`src/rtl/mem_arbiter.sv`:
```
// Two-port memory arbiter: alternating-priority grant of one transaction at a time
// to a registered-output RAM, plus a memory-mapped LED register and switch input.
module mem_arb_port (
  input  logic       req,
  input  logic [1:0] cmd,
  output logic       active
);
  // Only MREAD (1) and MWRITE (2) count as real requests.
  assign active = req && (cmd == 2'd1 || cmd == 2'd2);
endmodule

module mem_arbiter #(
  parameter logic [8:0] LED_ADDR = 9'h100,
  parameter logic [8:0] SW_ADDR  = 9'h140
) (
  input  logic        clk,
  input  logic        reset,
  input  logic        req0,
  input  logic        req1,
  input  logic [1:0]  cmd0,
  input  logic [1:0]  cmd1,
  input  logic [8:0]  addr0,
  input  logic [8:0]  addr1,
  input  logic [15:0] wdata0,
  input  logic [15:0] wdata1,
  output logic        gnt0,
  output logic        gnt1,
  output logic        done0,
  output logic        done1,
  output logic [15:0] rdata,
  output logic [7:0]  ram_addr,
  output logic        ram_write,
  output logic [15:0] ram_din,
  input  logic [15:0] ram_dout,
  input  logic [7:0]  sw,
  output logic [7:0]  led
);
  localparam int NUM_PORTS = 2;
  localparam logic [1:0] MWRITE = 2'd2;

  typedef enum logic [1:0] {IDLE, ACCESS, RDWAIT} state_t;

  typedef struct packed {
    logic [1:0]  cmd;
    logic [8:0]  addr;
    logic [15:0] wdata;
  } xact_t;

  state_t state, state_nxt;
  xact_t  cur;
  logic [NUM_PORTS-1:0]       req_a, active, gnt, done;
  logic [NUM_PORTS-1:0][1:0]  cmd_a;
  logic [NUM_PORTS-1:0][8:0]  addr_a;
  logic [NUM_PORTS-1:0][15:0] wdata_a;
  logic take, pick, owner, last;
  logic is_wr, led_ld, fin;
  logic [15:0] rd_val;

  assign req_a   = {req1, req0};
  assign cmd_a   = {cmd1, cmd0};
  assign addr_a  = {addr1, addr0};
  assign wdata_a = {wdata1, wdata0};

  generate
    for (genvar p = 0; p < NUM_PORTS; p++) begin : g_port
      mem_arb_port u_port (
        .req    (req_a[p]),
        .cmd    (cmd_a[p]),
        .active (active[p])
      );
    end
  endgenerate

  always_comb begin
    state_nxt = state;
    take      = 1'b0;
    pick      = 1'b0;
    unique case (state)
      IDLE: if (|active) begin
        take      = 1'b1;
        // On contention the port not served last wins.
        pick      = (&active) ? ~last : active[1];
        state_nxt = ACCESS;
      end
      ACCESS:  state_nxt = (cur.cmd == MWRITE) ? IDLE : RDWAIT;
      RDWAIT:  state_nxt = IDLE;
      default: state_nxt = IDLE;
    endcase
  end

  // ram_write is decoded from state so an async reset removes it immediately.
  assign is_wr     = (state == ACCESS) && (cur.cmd == MWRITE);
  assign ram_write = is_wr && !cur.addr[8];
  assign led_ld    = is_wr && (cur.addr == LED_ADDR);
  assign fin       = is_wr || (state == RDWAIT);
  assign ram_addr  = cur.addr[7:0];
  assign ram_din   = cur.wdata;

  always_comb begin
    rd_val = 16'h0000;
    if (!cur.addr[8])           rd_val = ram_dout;
    else if (cur.addr == SW_ADDR) rd_val = {8'h00, sw};
  end

  always_ff @(posedge clk or negedge reset) begin
    if (!reset) begin
      state <= IDLE;
      cur   <= '0;
      owner <= 1'b0;
      last  <= 1'b1;
      gnt   <= '0;
      done  <= '0;
      rdata <= 16'h0000;
      led   <= 8'h00;
    end else begin
      state <= state_nxt;
      if (take) begin
        cur   <= '{cmd: cmd_a[pick], addr: addr_a[pick], wdata: wdata_a[pick]};
        owner <= pick;
        last  <= pick;
      end
      gnt  <= take ? (pick ? 2'b10 : 2'b01) : 2'b00;
      done <= fin ? (owner ? 2'b10 : 2'b01) : 2'b00;
      if (state == RDWAIT) rdata <= rd_val;
      if (led_ld)          led   <= cur.wdata[7:0];
    end
  end

  assign gnt0  = gnt[0];
  assign gnt1  = gnt[1];
  assign done0 = done[0];
  assign done1 = done[1];
endmodule

```
`config.mk`:
```
export PLATFORM = sky130hd
export DESIGN_NAME = mem_arbiter
export DESIGN_NICKNAME = d
export VERILOG_FILES = /design/src/rtl/mem_arbiter.sv
export SDC_FILE = /design/constraint.sdc
export NUM_CORES = 1
export LEC_CHECK = 0
export CORE_MARGIN = 2
export CORE_UTILIZATION = 43
export CTS_CLUSTER_SIZE = 16
export DETAILED_ROUTE_END_ITERATION = 8
export GPL_ROUTABILITY_DRIVEN = 0
export PLACE_DENSITY = 0.91
export SLEW_MARGIN = 5
export SYNTH_ARGS = -nofsm -noshare
export SYNTH_HDL_FRONTEND = slang
export SYNTH_SLANG_ARGS = --single-unit
```
`constraint.sdc`:
```
create_clock -name clk -period 4 [get_ports clk]
set_input_delay 1.2 -clock clk [delete_from_list [all_inputs] [get_ports clk]]
set_output_delay 1.2 -clock clk [all_outputs]
set_load 0.03 [all_outputs]
```
* Word-level counts from Yosys, hierarchy flattened
Cells that the tools add are included.
** Word-level totals
- Register bits after elaboration :: 59
- Input port bits :: 82
- Output and inout port bits :: 53
- Logic and storage cells :: 54
** Operators by class
- Magnitude comparators :: 1
- Equality and inequality tests :: 10
- Mux-type cells :: 20
- Bitwise logic cells :: 1
- Reduce and logical (&&, ||, !) cells :: 12
** Operator list (number)
- $mux W16 :: 3
- $eq A9 B9 Y1 const B :: 2
- $mux W9 :: 2
- $mux W2 :: 8
- $eq A2 B2 Y1 const B :: 4
- $mux W8 :: 1
- $eq A2 B1 Y1 const B :: 3
- $logic_and A1 B1 Y1 :: 5
- $mux W1 :: 5
- $pmux W2 S2 :: 1
- $logic_or A1 B1 Y1 :: 3
- $logic_not A2 Y1 :: 1
- $lt A1 B2 Y1 const B :: 1
- $ne A2 B2 Y1 const B :: 1
- $reduce_and A2 Y1 :: 1
- $reduce_or A2 Y1 :: 1
- $logic_not A1 Y1 :: 1
- $not A1 Y1 :: 1

* Depth between registers and ports, before layout
- Depth after elaboration :: 9
- Gate-level depth with buffers :: 6
- Mapped depth without buffers :: 4

* By module
Synthesis repeated with hierarchy kept, for this count alone.
** Second synthesis, totals
- Cell total of the unflattened synthesis :: 303
- Area, all modules :: 2937.8 µm²
** By module, submodules not included
- mem_arbiter :: times used 1, cells an instance 299, area each 2907.8 µm², sequential area each 1477.7 µm²
- mem_arb_port :: times used 2, cells an instance 2, area each 15.0 µm², sequential area each 0.0 µm²

* Worst setup path after synthesis
No wires, ideal clock.
- Path type :: input to register
- From :: in cmd1[1]
- To :: reg cur[24] in the netlist's numbering
- Setup time :: 0.123 ns
- Arrival time :: 2.265 ns
- Path slack :: 1.612 ns
- Cell stages on the path :: 5
- Buffers on the path :: 1
- Cells stage by stage :: xor2_1 -> nand3_2 -> mux2_4 -> buf_6 -> o221a_1
** On the way
- Word-level cells in the longest chain between the ends :: 9
- Elaborated cells on any way between the ends :: 13
** Ends and longest elaborated chain
- start: declaration :: RTL line 21 : input logic [1:0] cmd1,
- $eq A2 B1 Y1 or $eq A2 B2 Y1 (tied branches) :: RTL line 9 : assign active = req && (cmd == 2'd1 || cmd == 2'd2);
- $logic_or A1 B1 Y1 * :: RTL line 9
- $logic_and A1 B1 Y1 * :: RTL line 9
- $reduce_and A2 Y1 :: RTL line 82 : pick = (&active) ? ~last : active[1];
- $mux W1 :: RTL line 82
- $mux W1 :: RTL line 79 : IDLE: if (|active) begin
- $mux W1 :: RTL line 78 : unique case (state)
- $mux W9 (implied by the code) (2 in a row) :: RTL line 118 : cur <= '{cmd: cmd_a[pick], addr: addr_a[pick], wdata: wdata_a[pick]};
- end signal: assignment :: RTL line 118
- end: declaration :: RTL line 50 : xact_t cur;
Mark *: on every way between the ends. The rest lies on a longest branch, timed or not. The select of a mux whose other input is x is not followed.
A chain may end at the register's enable or synchronous reset.

* Worst setup path after layout
- From :: reg cur[25] in the netlist's numbering
- To :: out ram_write
** On the way
- Word-level cells in the longest chain between the ends :: 3
** Ends and longest elaborated chain
- $eq A2 B2 Y1 :: RTL line 92 : assign is_wr = (state == ACCESS) && (cur.cmd == MWRITE);
- $logic_and A1 B1 Y1 :: RTL line 92
- $logic_and A1 B1 Y1 :: RTL line 93 : assign ram_write = is_wr && !cur.addr[8];
- end: declaration :: RTL line 32 : output logic ram_write,
No other way between the ends.

==> flow_metrics.tcl <==
set metrics [dict create \
    fill_cells 485 \
    drv_cap 0 \
    grt_pass1_wl_um 11400 \
    crit_arrival_ns 1.88 \
    worst_pin_slew_ns 1.24 \
    post_cts_buffers 0 \
    ys_ff_latch 59 \
    finalCritPeriodShare_pct 77.1 \
    pin_count 135 \
    synthesis.nets 320 \
    synth.distinct_cells 31 \
    cts_tree "built" \
    cellPowerDensity_mw_per_mm2 706 \
    finalCriticalPeriod_ns 3.08 \
    cts_resized 0 \
    maxSlewViolCount 0 \
    drive_above_1_share_pct 18.9 \
    reg2reg_depth 5 \
    report.final.hold_viol_count 0 \
    die-area_sq_mm 0.00700 \
    first_pass_iters 4 \
    fin_tns_setup_ns 0 \
    drc 0 \
    grt_use_met2_pct 34.7 \
    synth-edff-count 0 \
    timing_worst_setup_path_type "reg2out" \
    path_clk_slew_ns 0.06 \
    final_area_sq_mm 0.00413 \
    yosys_warnings 0 \
    hold_path_class "reg2reg" \
    vdd_drop_max_mv 0.379 \
    post-synth-top-area-cell "dfrtp_1" \
    use_met1_pct 25.5 \
    root_buffer "clkbuf_8" \
    avgSynthCellArea_sq_um 11.5 \
    critPathLaunchType "flop" \
    final_cells 431 \
    worst_hold_slack_ns 0.447 \
    path_cells "nor2b_1 > nand3b_1 > nor2_1 > clkdlybuf4s50_1" \
    setup_violations 0 \
    cp_slowest_stage_delay_ns 0.69 \
    diodes 0 \
    synth.most_common_cell "dfrtp_1" \
    grt_pass1_vias 2363 \
    syn_inst 238 \
    yosysTopAreaCellShare_pct 53.2 \
    holdCritStartpoint "owner" \
    start_util_pct 43.7 \
    hold_path_depth 1 \
    ys_seq_area_share_pct 54.2 \
    synth_ff_type "dfrtp_1" \
    top_usage_layer "met2" \
    track_usage_pct 20.5 \
    path_max_fanout 3 \
    htreeDepth 3 \
    rsz0062_at_grt "no" \
    clk_latency_ns 0.32 \
    power_leakage_nw 1.73 \
    fin_worst_skew_ns 0.00780 \
    placed_area_sq_mm 0.00394 \
    power_mw 2.92 \
    required_ns 2.80 \
    dp.cells 415 \
    r2r-start "state[1]" \
    grt_antenna_before_repair 0 \
    cts_sinks 59 \
    synth.area.top_cells "dfrtp_1 (53%), o221a_1 (7.4%), buf_4 (6.6%)" \
    synth_area_sq_mm 0.00273 \
    grt_use_met3_pct 4.75 \
    nets 431 \
    hold_buffers 0 \
    via_per_inst 5.16 \
    hpwl_um 5220 \
    drt_iter0_markers 72 \
    fp-row-count 29 \
    clock_path_buffers 2 \
    area_growth_pct 51.6 \
    wl_per_cell_um 16.1 \
    relSlewSlack_pct 17.5 \
    port_buffers 134 \
    status "finished clean" \
    grt-ovfl-total 0 \
    grt_max_degree 49 \
    cp-end-kind "output pin" \
    core_area_sq_mm 0.00624 \
    die_h_um 83.6 \
    cp-startpoint "cur[25]" \
    wirelength_um 6930 \
    critPathSlowestCell "clkdlybuf4s50_1" \
    drtAntennaViolNets 0 \
    die_w_um 83.6 \
    clock.fmax_mhz 324 \
    numCtsBuffers 9 \
    vias 2222 \
    synth_commonest_cells "dfrtp_1 (58), or2_2 (26), buf_4 (24)" \
    async_flop_share_pct 100 \
]
==> final timing paths <==
check	slack (ns)	to
setup reg to reg	2.02	ram_din[0]
max in group asynchronous	2.11	last
hold / removal	0.45	done[0]
min in group asynchronous	1.06	led[2]
setup / recovery	0.92	ram_write
hold reg to reg	0.45	done[0]
==> flip-flops by register name, summed over array words and instances, names as in the netlist <==
signal	count
last	1
ram_addr	8
state	2
led	8
cur	3
owner	1
gnt	2
done	2
ram_din	16
rdata	16
==> critical path: cells and delay by family (launching register included) <==
kind,cells,cell delay (ns)
AND/OR/NAND/NOR,3,0.49
buffers and inverters,1,0.69
flip-flops,1,0.38
==> per-layer routing <==
metal	up-vias	share of wire [%]
met1	1070	42
li1	1043	-
met3	13	5.8
met5	-	0
met4	0	2.3
met2	96	50
==> layout make-up <==
| class | count | area [sq um] | area share, % |
|---|---|---|---|
| Sequential cell | 59 | 1480 | 35.7 |
| Clock inverter | 5 | 52.6 | 1.27 |
| Timing Repair Buffer | 137 | 1360 | 32.9 |
| Inverter | 3 | 11.3 | 0.272 |
| Multi-Input combinational cell | 139 | 996 | 24.1 |
| Clock buffer | 11 | 141 | 3.42 |
| Tap cell | 77 | 96.3 | 2.33 |
==> power by group <==
part / switching, mW / internal, mW / total [mW]
clock: 0.221 / 0.301 / 0.522
combinational: 0.773 / 0.623 / 1.40
sequential: 0.165 / 0.837 / 1.00
total: 1.16 / 1.76 / 2.92
==> kinds of logic (layout without fill, tap and decap cells) <==
group / after synthesis / count (layout) / synth area share [%]
XOR/XNOR: 3 / 3 / 0.963
AND/OR/NAND/NOR: 91 / 91 / 17.6
flip-flops: 59 / 59 / 54.2
multiplexers: 9 / 9 / 3.85
AO/OA/AOI/OAI: 36 / 36 / 13.9
buffers and inverters: 40 / 156 / 9.54
==> stage by stage <==
step / util (%) / worst slack, ns
2_1_floorplan: - / 1.61
3_3_place_gp: 63.1 / 0.909
3_5_place_dp: 63.1 / 0.830
4_1_cts: 66.2 / 0.873
5_1_grt: 66.2 / 0.800
6_report: 66.2 / 0.915
==> cells in the final DEF (no fill, tap or decap), drive strengths merged, types with 2 or more instances in the layout <==
| master | n |
|---|---|
| a221oi | 8 |
| buf | 4 |
| clkbuf | 11 |
| clkdlybuf4s50 | 133 |
| clkinv | 3 |
| dfrtp | 58 |
| inv | 3 |
| mux2 | 9 |
| nand2 | 21 |
| nand3 | 13 |
| nand3b | 2 |
| nor2 | 19 |
| nor2b | 3 |
| o221a | 26 |
| or2 | 26 |
| xor2 | 2 |
No activity file was read; power rests on OpenSTA's default activity.
